`src/rtl/pulse_sched_pkg.sv`:
```
// rtl/pulse_sched_pkg.sv - shared types, defaults and width helper for the pulse round-robin scheduler
package pulse_sched_pkg;

    typedef enum logic [1:0] {
        IDLE  = 2'd0,
        ISSUE = 2'd1,
        WAIT  = 2'd2
    } sched_state_t;

    localparam int DEFAULT_N       = 4;
    localparam int DEFAULT_TIMEOUT = 255;

    // Never returns 0 so a degenerate count still yields a legal vector width.
    function automatic int width_for(input int value);
        return (value <= 2) ? 1 : $clog2(value);
    endfunction

endpackage

```
`src/rtl/req_edge_det.sv`:
```
// rtl/req_edge_det.sv - N-wide rising-edge detector on level requests
module req_edge_det #(
    parameter int W = 4
) (
    input  logic         CLK,
    input  logic         RST,
    input  logic [W-1:0] req,
    output logic [W-1:0] rise
);

    logic [W-1:0] req_prev;

    always_ff @(posedge CLK or negedge RST) begin
        if (!RST) begin
            req_prev <= '0;
        end else begin
            req_prev <= req;
        end
    end

    assign rise = req & ~req_prev;

endmodule

```
`src/rtl/pulse_rr_scheduler.sv`:
```
// rtl/pulse_rr_scheduler.sv - round-robin sharing of one pulse-triggered resource among N requesters
module pulse_rr_scheduler
    import pulse_sched_pkg::*;
#(
    parameter int  N       = DEFAULT_N,
    parameter int  TIMEOUT = DEFAULT_TIMEOUT,
    localparam int CNT_W   = width_for(TIMEOUT + 1),
    localparam int ID_W    = width_for(N)
) (
    input  logic            CLK,
    input  logic            RST,
    input  logic [N-1:0]    req,
    input  logic            done,
    output logic            start,
    output logic [ID_W-1:0] grant_id,
    output logic            busy,
    output logic [N-1:0]    pending,
    output logic            ovf_pulse,
    output logic            timeout_pulse
);

    sched_state_t     state;
    logic [ID_W-1:0]  rr_ptr;
    logic [CNT_W-1:0] watchdog;
    logic [N-1:0]     rise;
    logic [N-1:0]     grant_mask;
    logic [N-1:0]     ovf_vec;
    logic [N-1:0]     pending_nxt;
    logic [ID_W:0]    pick;
    logic             do_grant;

    // Returns {found, index}; scanning downward lets the entry nearest rr_ptr win.
    function automatic logic [ID_W:0] rr_pick(input logic [N-1:0] pend, input logic [ID_W-1:0] ptr);
        logic [ID_W:0] res;
        int            idx;
        res = '0;
        for (int k = N - 1; k >= 0; k--) begin
            idx = (int'(ptr) + k) % N;
            if (pend[idx]) begin
                res = {1'b1, ID_W'(idx)};
            end
        end
        return res;
    endfunction

    req_edge_det #(.W(N)) u_req_edge_det (
        .CLK  (CLK),
        .RST  (RST),
        .req  (req),
        .rise (rise)
    );

    assign pick        = rr_pick(pending, rr_ptr);
    assign do_grant    = (state == IDLE) && pick[ID_W];
    assign grant_mask  = do_grant ? (N'(1) << pick[ID_W-1:0]) : '0;
    // A fresh edge on the bit being granted re-arms it rather than counting as overflow.
    assign ovf_vec     = rise & pending & ~grant_mask;
    assign pending_nxt = (pending & ~grant_mask) | rise;

    always_ff @(posedge CLK or negedge RST) begin
        if (!RST) begin
            state         <= IDLE;
            start         <= 1'b0;
            grant_id      <= '0;
            busy          <= 1'b0;
            pending       <= '0;
            ovf_pulse     <= 1'b0;
            timeout_pulse <= 1'b0;
            rr_ptr        <= '0;
            watchdog      <= '0;
        end else begin
            pending       <= pending_nxt;
            ovf_pulse     <= |ovf_vec;
            timeout_pulse <= 1'b0;
            case (state)
                IDLE: begin
                    if (do_grant) begin
                        grant_id <= pick[ID_W-1:0];
                        rr_ptr   <= (pick[ID_W-1:0] == ID_W'(N - 1)) ? '0 : pick[ID_W-1:0] + ID_W'(1);
                        start    <= 1'b1;
                        busy     <= 1'b1;
                        state    <= ISSUE;
                    end
                end
                ISSUE: begin
                    start    <= 1'b0;
                    watchdog <= '0;
                    state    <= WAIT;
                end
                WAIT: begin
                    if (done) begin
                        busy  <= 1'b0;
                        state <= IDLE;
                    end else if (watchdog == CNT_W'(TIMEOUT - 1)) begin
                        busy          <= 1'b0;
                        timeout_pulse <= 1'b1;
                        state         <= IDLE;
                    end else if (watchdog != '1) begin
                        watchdog <= watchdog + CNT_W'(1);
                    end
                end
                default: begin
                    start <= 1'b0;
                    busy  <= 1'b0;
                    state <= IDLE;
                end
            endcase
        end
    end

endmodule

```
`config.mk`:
```
export PLATFORM = sky130hd
export DESIGN_NAME = pulse_rr_scheduler
export DESIGN_NICKNAME = d
export VERILOG_FILES = /design/src/rtl/pulse_sched_pkg.sv /design/src/rtl/req_edge_det.sv /design/src/rtl/pulse_rr_scheduler.sv
export SDC_FILE = /design/constraint.sdc
export NUM_CORES = 1
export LEC_CHECK = 0
export ABC_CLOCK_PERIOD_IN_PS = 2200
export CORE_ASPECT_RATIO = 0.6
export CORE_MARGIN = 8
export CORE_UTILIZATION = 53
export DETAILED_ROUTE_END_ITERATION = 8
export PLACE_DENSITY = 0.78
export SLEW_MARGIN = 10
export SYNTH_ARGS = -nofsm -noshare
export SYNTH_HDL_FRONTEND = slang
export SYNTH_SLANG_ARGS = --single-unit
```
`constraint.sdc`:
```
create_clock -name CLK -period 2.2 [get_ports CLK]
set_input_delay 0.44 -clock CLK [delete_from_list [all_inputs] [get_ports CLK]]
set_output_delay 0.44 -clock CLK [all_outputs]
set_load 0.05 [all_outputs]
```
==> results of run 1 <==
## worst register-to-register path: cells and delay by family, from the launching register on
kind | cells | cell delay, ns
buffers and inverters | 2 | 0.30
adders and majority gates | 1 | 0.16
AOI/OAI and AO/OA | 5 | 0.74
DFF | 1 | 0.43
## synthesized netlist by cell type (2+ instances only)
| library cell | n | area share |
|---|---|---|
| a21o_1 | 2 | 0.012 |
| a21oi_1 | 7 | 0.029 |
| and3_1 | 2 | 0.010 |
| dfrtp_1 | 26 | 0.53 |
| ha_1 | 6 | 0.061 |
| inv_1 | 8 | 0.024 |
| mux2_2 | 3 | 0.028 |
| nand2_1 | 13 | 0.040 |
| nand2b_1 | 7 | 0.036 |
| nand3_1 | 5 | 0.020 |
| nor2_1 | 10 | 0.031 |
| o21ai_0 | 4 | 0.016 |
| o31ai_1 | 2 | 0.012 |
| or3_1 | 2 | 0.010 |
| xnor2_1 | 2 | 0.014 |
## power by group through the flow
| stage | registers (mW) | logic (mW) | clock network (mW) |
|---|---|---|---|
| 3_5_place_dp | 0.748 | 1.08 | 0 |
| 2_1_floorplan | 0.981 | 0.455 | 0 |
| 6_report | 0.745 | 1.09 | 0.385 |
| 3_3_place_gp | 0.744 | 1.04 | 0 |
| 5_1_grt | 0.765 | 1.19 | 0.418 |
| 4_1_cts | 0.743 | 1.09 | 0.394 |
## cell families (layout without fill, tap and decap cells)
family	after synthesis	in the layout	synth area share
AOI/OAI and AO/OA	24	24	0.136
xor gates and xnor gates	3	3	0.0214
adders and majority gates	6	6	0.0612
buffers and inverters	8	32	0.0245
DFF	26	26	0.531
muxes	3	3	0.0275
and+or+nand+nor	46	46	0.199
## state kept, by name, summed over array words and instances (netlist names)
name,cells
state,2
watchdog,8
rr_ptr,2
grant_id,2
pending,4
start,1
timeout_pulse,1
u_req_edge_det.req_prev,4
ovf_pulse,1
busy,1
## per-layer routing
metal,vias to the layer above,track usage
met5,-,0
met4,0,0.0305
met3,6,0.0507
met2,35,0.230
met1,446,0.154
li1,448,-
## cells in the final DEF, fill, tap and decap left out, drive strengths merged, types with 3 or more instances in the layout
cell type	netlist	layout
nand2	13	13
clkdlybuf4s50	0	16
a21oi	7	7
inv	8	8
nor2	10	10
a21o	3	3
clkbuf	0	3
nand3	5	5
mux2	3	3
nand2b	7	7
buf	0	4
ha	6	6
dfrtp	26	26
o21ai	4	4
## final cells by class
class	instances	area (µm²)	area share
flip-flops and latches	26	651	0.427
multi-input cells	82	546	0.358
repair buffers	20	190	0.125
clock buffers	3	41.3	0.0271
well taps	30	37.5	0.0246
clock inverters	1	30.0	0.0197
inverters	8	30.0	0.0197
## how the worst max path moves through the flow
stage	slack, ns	depth (start not counted)	endpoint	startpoint
3_5_place_dp	0.23	5	watchdog[3]$_DFFE_PN0P_	done
2_1_floorplan	0.20	8	ovf_pulse$_DFF_PN0_	pending[1]$_DFF_PN0_
5_1_grt	0.17	1	pending[3]	pending[3]$_DFF_PN0_
6_report	0.22	1	pending[3]	pending[3]$_DFF_PN0_
4_1_cts	0.21	1	pending[3]	pending[3]$_DFF_PN0_
3_3_place_gp	0.35	5	watchdog[3]$_DFFE_PN0P_	done
## per-stage QoR
stage                     cell area [µm²]  power, mW
after floorplan                      1230       1.44
after global placement               1450       1.78
after detailed placement             1450       1.83
after CTS                            1530       2.23
after global routing                 1530       2.37
final                                1530       2.22
==> run metrics, run 1 <==
internal power 1.29 mW; final worst setup slack 0.220 ns; async set or reset register ratio after synthesis 1.00; slowest CP cell clkdlybuf4s50_1; Worst Path Required 1.76 ns; clock-pin slew on the worst setup and hold paths 0.08 ns; critical path launch point type flop; Hold Buf Count CTS 0; final setup fails 0; Mapped Area 1230 µm²; fraction of layout cells with a size suffix above 1 0.107; Die Y-Extent 53.3 µm; Die X 78.1 µm; min cycle time layout 1.98 ns; core area 2180 µm²; first-pass GRT wire length 4.25 mm; PwrDens 1450 nW/µm²; diodes inserted 0; setup bufs post-CTS 0; FF-to-FF setup slack 0.44 ns; Worst-Margin Slew 0.656 ns; crit-path leading delay family buffers and inverters; Reg-to-Reg End ovf_pulse$_DFF_PN0_; Reg2Reg Depth 8; Setup Crit Path Kind flop to output port; initial antenna violation count 0; io pins 17; switching share of total power 0.418; Initial DRT Pass Iterations 4; fin cells 170; total number of vias 935; Worst EP arrival 1.54 ns; htree depth 1; CTS root buf clkbuf_8; RSZ-0062 raised after global routing false; # fillers 165; Synth Net Count 129; Placed Cells incl. Taps 166; Post-DP HPWL 1.93 mm; sequential share of the synthesized area 0.531; Area Growth Syn to Fin 24.4%; Pins Over Slew Limit 0; wl on met1 1.10 mm; wire length on met3 189 µm; PortBufs 16; Met2 Wirelength 1.18 mm; gr usage total 0.132; vias in the first global route 892; hold path cells 1; WHS 0.494 ns; Psw 0.926 mW; Longest Clk Path Bufs 2; Initial Utilization 0.563; row count 13; post-cts sizing count 0; die area 4160 µm²; Place WS 0.234 ns; FMAX 505 MHz; outcome completed; worst vdd ir 0.000652 V; largest net degree at the start of global routing 27; CTS tree done; Top Metal Used met4; Final Hold Fails 0; Post-Synthesis Cells 116; Skew-Pair Late Insertion Delay 0.27 ns; Clock Skew 0.00333 ns; Clock power frac 0.174; gpl congestion 0.847; Gate power share 0.490; buffers and inverters on the worst path 1; NumNets Final 154; routed vias/inst 5.50; WL final 2.51 mm; Max-slew headroom 0.559; antenna viol nets, final 0; YS warnings 0; GR Overflow Total 0; prevailing post-synth register cell dfrtp_1; total CTS buffers 3; Seq cells post-synth 26; sequence of cells on the critical path clkdlybuf4s50_1; # DRC 0; average wire per standard cell 14.7 µm; Distinct cells, synth 32; CP peak stage delay 0.84 ns; syn avg cell area 10.6 µm²; CP Max Fanout 6; Setup Total Neg Slack 0 ns; EDFF count, synth 0; hold path endpoint start$_DFFE_PN0P_; post-layout util 0.700; Tightest Hold Check Type flop to flop; Reg power frac 0.336; DRT iter0 DRCs 69; Max-Cap Viols 0; Worst Setup End Kind output port; Static Leakage 0.691 nW; FF-to-FF Start pending[2]$_DFF_PN0_; clock sinks 26; fin crit share 0.900; min-delay src start$_DFFE_PN0P_
No activity file was read; power rests on OpenSTA's default activity.
==> run 2, diff against run 1 <==
--- a/config.mk
+++ b/config.mk
@@ -11,6 +11,7 @@
 export CORE_UTILIZATION = 53
 export DETAILED_ROUTE_END_ITERATION = 8
 export PLACE_DENSITY = 0.78
+export SKIP_LAST_GASP = 1
 export SLEW_MARGIN = 10
 export SYNTH_ARGS = -nofsm -noshare
 export SYNTH_HDL_FRONTEND = slang
==> results of run 2 <==
Same layout as run 1: the final DEF is identical, and so are final timing and power.
